**src/rtl/text_frame_renderer_if.sv**
```systemverilog
// text_frame_renderer_if: text/font fetch, SRAM write and display-swap signals of the frame renderer.
interface text_frame_renderer_if;
    logic        paint_done;
    logic [11:0] char_addr;
    logic [25:0] char_data;
    logic [11:0] font_addr;
    logic [7:0]  font_data;
    logic [19:0] sram_addr;
    logic [31:0] sram_wdata;
    logic        sram_we_n;
    logic        sram_oe_n;
    logic        sram_done;
    logic [19:0] display_base;
    logic        frame_swapped;
    modport master (
        input  paint_done, char_data, font_data, sram_done,
        output char_addr, font_addr, sram_addr, sram_wdata, sram_we_n, sram_oe_n, display_base, frame_swapped
    );
    modport slave (
        output paint_done, char_data, font_data, sram_done,
        input  char_addr, font_addr, sram_addr, sram_wdata, sram_we_n, sram_oe_n, display_base, frame_swapped
    );
endinterface

```
**src/rtl/text_frame_renderer.sv**
```systemverilog
// text_frame_renderer: renders a character buffer through an 8x16 font into a double-buffered
// RGB333 SRAM framebuffer, swapping buffers on the rising edge of paint_done once a frame is complete.
module text_frame_renderer #(
    parameter logic [19:0] BUF0_BASE = 20'd0,
    parameter logic [19:0] BUF1_BASE = 20'd307200,
    parameter int          COLS      = 80,
    parameter int          ROWS      = 30
) (
    input logic                   clk,
    input logic                   rst,
    text_frame_renderer_if.master bus
);
    localparam int H_ACTIVE = COLS * 8;
    localparam int V_ACTIVE = ROWS * 16;
    typedef enum logic [2:0] {FETCH_CHAR, FETCH_FONT, LOAD, WRITE, WAIT_SWAP} state_t;
    state_t      r_state, w_next;
    logic [9:0]  r_x;
    logic [8:0]  r_y;
    logic [8:0]  r_fg, r_bg;
    logic [7:0]  r_shift;
    logic [11:0] r_font_addr, w_font_addr;
    logic [19:0] r_back_base, r_display_base;
    logic        r_pd_q, r_swapped;
    logic        w_ack, w_cell_end, w_line_end, w_frame_end, w_swap;
    assign w_ack       = r_state == WRITE && bus.sram_done;
    assign w_cell_end  = w_ack && r_x[2:0] == 3'd7;
    assign w_line_end  = w_cell_end && r_x == 10'(H_ACTIVE - 1);
    assign w_frame_end = w_line_end && r_y == 9'(V_ACTIVE - 1);
    assign w_swap      = r_state == WAIT_SWAP && bus.paint_done && !r_pd_q;
    assign w_font_addr = {bus.char_data[7:0], r_y[3:0]};
    always_ff @(posedge clk or negedge rst)
        if (!rst) r_state <= FETCH_CHAR;
        else r_state <= w_next;
    always_comb begin
        w_next = r_state;
        case (r_state)
            FETCH_CHAR: w_next = FETCH_FONT;
            FETCH_FONT: w_next = LOAD;
            LOAD:       w_next = WRITE;
            WRITE:      w_next = w_frame_end ? WAIT_SWAP : w_cell_end ? FETCH_CHAR : WRITE;
            WAIT_SWAP:  w_next = w_swap ? FETCH_CHAR : WAIT_SWAP;
            default:    w_next = FETCH_CHAR;
        endcase
    end
    always_ff @(posedge clk or negedge rst) begin
        if (!rst) begin
            r_x            <= '0;
            r_y            <= '0;
            r_fg           <= '0;
            r_bg           <= '0;
            r_shift        <= '0;
            r_font_addr    <= '0;
            r_back_base    <= BUF1_BASE;
            r_display_base <= BUF0_BASE;
            r_pd_q         <= 1'b0;
            r_swapped      <= 1'b0;
        end else begin
            r_pd_q    <= bus.paint_done;
            r_swapped <= w_swap;
            if (r_state == FETCH_FONT) begin
                r_bg        <= bus.char_data[25:17];
                r_fg        <= bus.char_data[16:8];
                r_font_addr <= w_font_addr;
            end
            if (r_state == LOAD) r_shift <= bus.font_data;
            if (w_ack) begin
                r_shift <= {r_shift[6:0], 1'b0};
                r_x     <= w_line_end ? '0 : r_x + 10'd1;
            end
            if (w_line_end) r_y <= w_frame_end ? '0 : r_y + 9'd1;
            if (w_swap) begin
                r_display_base <= r_back_base;
                r_back_base    <= r_display_base;
            end
        end
    end
    // font address is live from char_data while it is being fetched, then held
    assign bus.char_addr     = 12'(r_y[8:4]) * 12'(COLS) + 12'(r_x[9:3]);
    assign bus.font_addr     = r_state == FETCH_FONT ? w_font_addr : r_font_addr;
    assign bus.sram_addr     = r_state == WRITE ? r_back_base + 20'(r_y) * 20'(H_ACTIVE) + 20'(r_x) : '0;
    assign bus.sram_wdata    = r_state == WRITE ? {r_shift[7] ? r_fg : r_bg, 23'd0} : '0;
    assign bus.sram_we_n     = r_state != WRITE;
    assign bus.sram_oe_n     = 1'b1;
    assign bus.display_base  = r_display_base;
    assign bus.frame_swapped = r_swapped;
endmodule
```
**src/flat_wrapper.sv**
```systemverilog
// flat-port wrapper written by rule: the top's interface ports become plain ports
module text_frame_renderer_flat 
#(
    parameter logic [19:0] BUF0_BASE = 20'd0,
    parameter logic [19:0] BUF1_BASE = 20'd307200,
    parameter int          COLS      = 80,
    parameter int          ROWS      = 30
)
  (clk, rst, bus_paint_done, bus_char_data, bus_font_data, bus_sram_done, bus_char_addr, bus_font_addr, bus_sram_addr, bus_sram_wdata, bus_sram_we_n, bus_sram_oe_n, bus_display_base, bus_frame_swapped);
  text_frame_renderer_if bus_i ();
  input logic clk;
  input logic rst;
  input wire logic [$bits(bus_i.paint_done)-1:0] bus_paint_done;
  input wire logic [$bits(bus_i.char_data)-1:0] bus_char_data;
  input wire logic [$bits(bus_i.font_data)-1:0] bus_font_data;
  input wire logic [$bits(bus_i.sram_done)-1:0] bus_sram_done;
  output wire logic [$bits(bus_i.char_addr)-1:0] bus_char_addr;
  output wire logic [$bits(bus_i.font_addr)-1:0] bus_font_addr;
  output wire logic [$bits(bus_i.sram_addr)-1:0] bus_sram_addr;
  output wire logic [$bits(bus_i.sram_wdata)-1:0] bus_sram_wdata;
  output wire logic [$bits(bus_i.sram_we_n)-1:0] bus_sram_we_n;
  output wire logic [$bits(bus_i.sram_oe_n)-1:0] bus_sram_oe_n;
  output wire logic [$bits(bus_i.display_base)-1:0] bus_display_base;
  output wire logic [$bits(bus_i.frame_swapped)-1:0] bus_frame_swapped;
  assign bus_i.paint_done = bus_paint_done;
  assign bus_i.char_data = bus_char_data;
  assign bus_i.font_data = bus_font_data;
  assign bus_i.sram_done = bus_sram_done;
  assign bus_char_addr = bus_i.char_addr;
  assign bus_font_addr = bus_i.font_addr;
  assign bus_sram_addr = bus_i.sram_addr;
  assign bus_sram_wdata = bus_i.sram_wdata;
  assign bus_sram_we_n = bus_i.sram_we_n;
  assign bus_sram_oe_n = bus_i.sram_oe_n;
  assign bus_display_base = bus_i.display_base;
  assign bus_frame_swapped = bus_i.frame_swapped;
  text_frame_renderer #(.BUF0_BASE(BUF0_BASE), .BUF1_BASE(BUF1_BASE), .COLS(COLS), .ROWS(ROWS)) u_core (.clk(clk), .rst(rst), .bus(bus_i));
endmodule
```
**config.mk**
```make
export PLATFORM = sky130hd
export DESIGN_NAME = text_frame_renderer_flat
export DESIGN_NICKNAME = d
export VERILOG_FILES = /design/src/rtl/text_frame_renderer_if.sv /design/src/rtl/text_frame_renderer.sv /design/src/flat_wrapper.sv
export SDC_FILE = /design/constraint.sdc
export NUM_CORES = 1
export LEC_CHECK = 0
export ABC_CLOCK_PERIOD_IN_PS = 8400
export CAP_MARGIN = 20
export CORE_ASPECT_RATIO = 0.9
export CORE_UTILIZATION = 56
export DETAILED_ROUTE_END_ITERATION = 7
export HOLD_SLACK_MARGIN = 0.05
export PLACE_DENSITY = 0.86
export SLEW_MARGIN = 15
export SYNTH_ARGS = -nofsm -noshare
export SYNTH_HDL_FRONTEND = slang
export SYNTH_SLANG_ARGS = --single-unit
export TNS_END_PERCENT = 50
```
**constraint.sdc**
```tcl
create_clock -name clk -period 8.4 [get_ports clk]
set_input_delay 1.26 -clock clk [delete_from_list [all_inputs] [get_ports clk]]
set_output_delay 1.26 -clock clk [all_outputs]
set_load 0.005 [all_outputs]
```
==> flow_summary.toml <==
[run_status]
status = "finished, final reports clean"

[timing]
setup-tns-final_ns = 0
hold_violations = 0
rsz0062_at_grt = "no"
relSlewSlack_pct = 32.2
hold_ws_ns = 0.484
finClkSkew_ns = 0.00553
period_share_pct = 69.5
tightest_slew_ns = 1.01
maxSlewViolCount = 0
setup_viol = 0
fin_crit_ns = 5.84
max_freq_mhz = 171

[placement]
dpl.cell_count = 923
dp_hpwl_mm = 10.7
gp_congestion = 0.873
io_buffers = 112
post_dp_cell_area_um2 = 7460

[synth]
synth.avg_cell_area_um2 = 9.25
seq_area_frac_synth_pct = 40.2
synth.distinct_cells = 52
syn-instance-count = 688
ys.flop_type = "dfrtp_1"
synth_area_um2 = 6360
synthArstFlopShare_pct = 100
synth_enable_flop_cells = 0
synth_seq_cells = 102
ys_warn_count = 0

[pwr]
p_int_mw = 1.11
swShare_pct = 28.7
ir_worst_vdd_uv = 239
power_frac_seq_pct = 42.5
p_per_area_nw_per_um2 = 199
combPwrFrac_pct = 29.8
clkPwrFrac_pct = 27.7
p_leak_nw = 3.84
p_switching_mw = 0.446

[clocking]
post_cts_buffers = 0
root_buffer = "clkbuf_16"
cts_tree = "built"
clock_latency_ns = 0.35
clkSlewWorstSetupHoldPaths_ns = 0.07
cts_resized = 0
cts_num_sinks = 102
clockBufferDepth = 2
ctsHoldBuffers = 0
htree_levels = 3
cts_buffers = 9

[routing]
finalWirelength_mm = 14.6
drc = 0
dr_total_vias = 5068
antenna_left = 0
drtIter0Drc = 300
vias_per_cell = 5.39
wl_per_cell_um = 15.5
firstDrtPassIters = 5

[global_route]
grt_first_pass_wirelength_mm = 23.7
antenna_found_initial = 0
grt_pass1_vias = 4965
gr-total-overflow = 0
groute.usage.overall_pct = 25.8
grt_max_degree = 85

[worst_setup_path]
timing.critical_path.fanout_max = 7
required_ns = 7.14
critPathLaunchType = "flip-flop"
endpoint_kind = "output port"
crit_type = "flip-flop to output port"
crit_arrival_ns = 4.58

[layout]
post_layout_nonfiller_instances = 941
final_common_cell = "nand2_1"
final_cell_mix = "nand2_1, clkdlybuf4s50_1, dfrtp_1"
final_area_um2 = 7820
final_nets = 882
layout-drive-gt1-share_pct = 8.24
synthToLayoutAreaGrowth_pct = 22.9
antennaDiodeCount = 0

[die]
start_util_pct = 58.1
core_region_area_um2 = 10900
dieArea_um2 = 11800
die_w_um = 114
num_rows = 36
die_h_um = 103
pin_count = 137

[flow_run]
maxCapViolations = 0

[worst_hold_path]
hold_class = "flip-flop to flip-flop"
-- power by group through the flow --
stage                     Combinational [mW]  Sequential (mW)  Clock, mW
after global routing                   0.510            0.675      0.461
final                                  0.464            0.662      0.430
after floorplan                        0.256            0.636          0
after detailed placement               0.457            0.669          0
after global placement                 0.442            0.660          0
after CTS                              0.468            0.662      0.438
-- critical path, cell delays in order (launching register included) --
cell	delay [ns]
dfrtp_1	0.46
ha_1	0.31
ha_1	0.16
inv_1	0.06
fa_1	0.39
nand2b_1	0.16
o21ai_0	0.28
xor2_1	0.18
ha_1	0.24
ha_1	0.41
nand2_1	0.10
a2111oi_0	0.34
o21ai_1	0.18
a21oi_1	0.25
o21ai_0	0.11
o31ai_1	0.07
clkdlybuf4s50_1	0.54
-- final cells by class --
class,instances,area [um^2]
well taps,152,190
inverters,29,109
clock buffers,11,253
clock inverters,5,57.6
multi-input cells,524,3450
repair buffers,118,1200
fillers,834,3120
flip-flops and latches,102,2560
-- Yosys cell counts, drive strengths merged (5+ instances only) --
cell	count	share of area [%]
nand4	10	0.98
xnor2	19	2.6
ha	53	10
a21oi	29	2.3
mux2	32	5.7
nand2	159	9.4
mux2i	11	1.7
o22ai	7	0.69
dfrtp	98	39
and3	5	0.49
nor2	42	2.5
buf	39	4.3
nor2b	8	0.79
fa	7	2.2
nor3	7	0.55
a21o	8	0.94
clkbuf	16	0.94
xor2	19	2.6
o21ai	34	2.7
nand2b	6	0.59
nand3	12	0.94
inv	29	1.7
-- state kept, by name, indices dropped and copies added, names as in the netlist --
register / cells
u_core.r_fg: 9
u_core.r_pd_q: 1
u_core.r_bg: 9
u_core.bus.frame_swapped: 1
u_core.r_back_base: 20
u_core.r_state: 3
u_core.bus.display_base: 20
u_core.r_shift: 8
u_core.r_x: 10
u_core.r_font_addr: 12
u_core.r_y: 9
-- cell families (layout without fill, tap and decap cells) --
logic type | Yosys count | count (layout) | synth area share (%)
simple gates | 261 | 261 | 18.2
flops | 102 | 102 | 40.2
compound gates | 97 | 97 | 9.20
buf+inv | 84 | 163 | 6.92
fa+ha+maj | 61 | 61 | 12.8
mux | 43 | 43 | 7.39
xor+xnor | 38 | 38 | 5.23
other cells | 2 | 24 | 0.118
-- per-stage QoR --
| step | setup slack (ns) | total power, mW | utilization, % |
|---|---|---|---|
| 3_3_place_gp | 2.99 | 1.10 | 68.1 |
| 4_1_cts | 2.54 | 1.57 | 71.0 |
| 3_5_place_dp | 2.92 | 1.13 | 68.1 |
| 5_1_grt | 2.20 | 1.65 | 71.5 |
| 6_report | 2.56 | 1.56 | 71.5 |
| 2_1_floorplan | 3.64 | 0.892 | - |
-- metal layers --
layer	share of wire, %	vias up	track usage, %
met5	0	-	0
met4	2.1	0	9.09
met3	6.4	23	7.41
met2	50	146	43.5
met1	41	2441	32.0
li1	-	2458	-
-- path summary, 6_finish.rpt --
kind,cells after the start,endpoint,startpoint,slack [ns]
max,16,bus_sram_addr[19],u_core.r_y[1],2.56
min,2,u_core.r_back_base[18],u_core.r_back_base[18],0.48
max reg2reg,5,u_core.r_y[8],u_core.r_state[0],5.75
min reg2reg,2,u_core.r_back_base[18],u_core.r_back_base[18],0.48
max in group asynchronous,3,u_core.r_font_addr[6],rst,6.63
min in group asynchronous,1,u_core.r_back_base[17],rst,0.78
Note: power is estimated with default switching activity, not from simulation.
==> RTL edit, RTL diff (same settings) <==
Encoding of `state_t`: now one-hot (5 bits for 5 states).
--- a/src/rtl/text_frame_renderer.sv
+++ b/src/rtl/text_frame_renderer.sv
@@ -14,3 +14,3 @@
     localparam int V_ACTIVE = ROWS * 16;
-    typedef enum logic [2:0] {FETCH_CHAR, FETCH_FONT, LOAD, WRITE, WAIT_SWAP} state_t;
+    typedef enum logic [4:0] {FETCH_CHAR = 5'b00001, FETCH_FONT = 5'b00010, LOAD = 5'b00100, WRITE = 5'b01000, WAIT_SWAP = 5'b10000} state_t;
     state_t      r_state, w_next;
Check against the original RTL: no difference found for any inputs over 10 cycles, from zero or initial values and one cycle with rst low; not proved beyond that.
==> RTL edit against the original RTL <==
Area after synthesis increased by 6.1%. Worst setup slack got worse by 0.28 ns. Routed wire length increased by 9.1%. Power decreased by 8.9%. Combinational power decreased by 28%. Final area increased by 4.5%. Sequential cell count increased by 2.
==> RTL edit: results (changes against the original RTL) <==
metric;value;unit;change
switching part of the total;0.3120;;was 0.2867
dpl ws;2.826;ns;was 2.919 ns
largest net degree at the start of global routing;80;;was 85
multi-input gate share of total cell area;0.4631;;was 0.4414
wire length on met2;7.576;mm;was 7.280 mm
met3 Use GR;0.04614;;was 0.07407
drt total wl;15.88;mm;was 14.55 mm
vias after detailed routing;5713;;was 5068
Critical R2R Launch;u_core.r_x[0];;was u_core.r_state[0]
final hold slack;0.4746;ns;was 0.4842 ns
met3 wire length;913;um;was 932 um
non-clk buf share;0.1438;;was 0.1538
Final Power;1.417;mW;was 1.556 mW
top cells by count, synth;nand2_1, dfrtp_1, ha_1;;unchanged
Hold EP;u_core.r_font_addr[4];;was u_core.r_back_base[18]
post-synthesis xor/xnor area fraction;0.03631;;was 0.05230
Tot GR Track Use;0.2596;;was 0.2583
vias in the first global route;5323;;was 4965
Syn Area/Cell;8.517;sq um;was 9.249 sq um
detailed placement HPWL;11.44;mm;was 10.71 mm
reg2reg end;u_core.r_y[5];;was u_core.r_y[8]
cell family with most CP delay;compound AO/OA/AOI/OAI gates;;was adder cells
final net count;986;;was 882
Slew HR;0.2980;;was 0.3221
Reg2Reg Depth;7;;was 5
worst hold start;u_core.r_font_addr[4];;was u_core.r_back_base[18]
final core occ;0.7067;;was 0.7148
number of fillers in the final layout;913;;was 834
Adder-Cell Fraction of Synth Area;0.1219;;was 0.1278
ClkCell Share;0.03702;;was 0.03966
Netlist cell types;60;;was 52
Final WS setup;2.282;ns;was 2.562 ns
met2 usage;0.4248;;was 0.4354
VDD IR-drop max;0.0002104;V;was 0.0002390 V
reg-to-reg slack, setup;5.99;ns;was 5.75 ns
global-route met1 utilization;0.3561;;was 0.3204
status;finished clean;;unchanged
Crit Path Max Fanout;9;;was 7
Non-CTS buffers;117;;was 118
mux contribution to synthesized area;0.03816;;was 0.07393
worst setup path start;u_core.r_y[3];;was u_core.r_y[1]
critical path arrival;4.86;ns;was 4.58 ns
DRT met1 WL;7.139;mm;was 6.037 mm
Seq area share;0.3190;;was 0.3269
Placed Area;7876;sq um;was 7458 sq um
clk sink count;104;;was 102
-- RTL edit: changes by cell type after synthesis, moves of 8 or more --
| cell | delta |
|---|---|
| mux2i_1 | +8 |
| mux2_2 | -25 |
| nand3_1 | +12 |
| nand2_1 | +89 |
| o211ai_1 | +9 |
-- RTL edit: power groups by stage --
stage	clock network [mW]	registers (mW)	logic, mW
after floorplan	0	0.640	0.227
after global placement	0	0.664	0.323
after detailed placement	0	0.669	0.333
after CTS	0.429	0.660	0.335
after global routing	0.448	0.675	0.376
final	0.423	0.662	0.332
-- RTL edit: logic make-up (layout without fill, tap and decap cells) --
family                     Yosys count  after routing
AOI/OAI and AO/OA                  101            101
xor gates and xnor gates            28             28
adders and majority gates           62             62
buffers and inverters               84            162
DFF                                104            104
muxes                               25             25
other                                2             24
and+or+nand+nor                    387            387
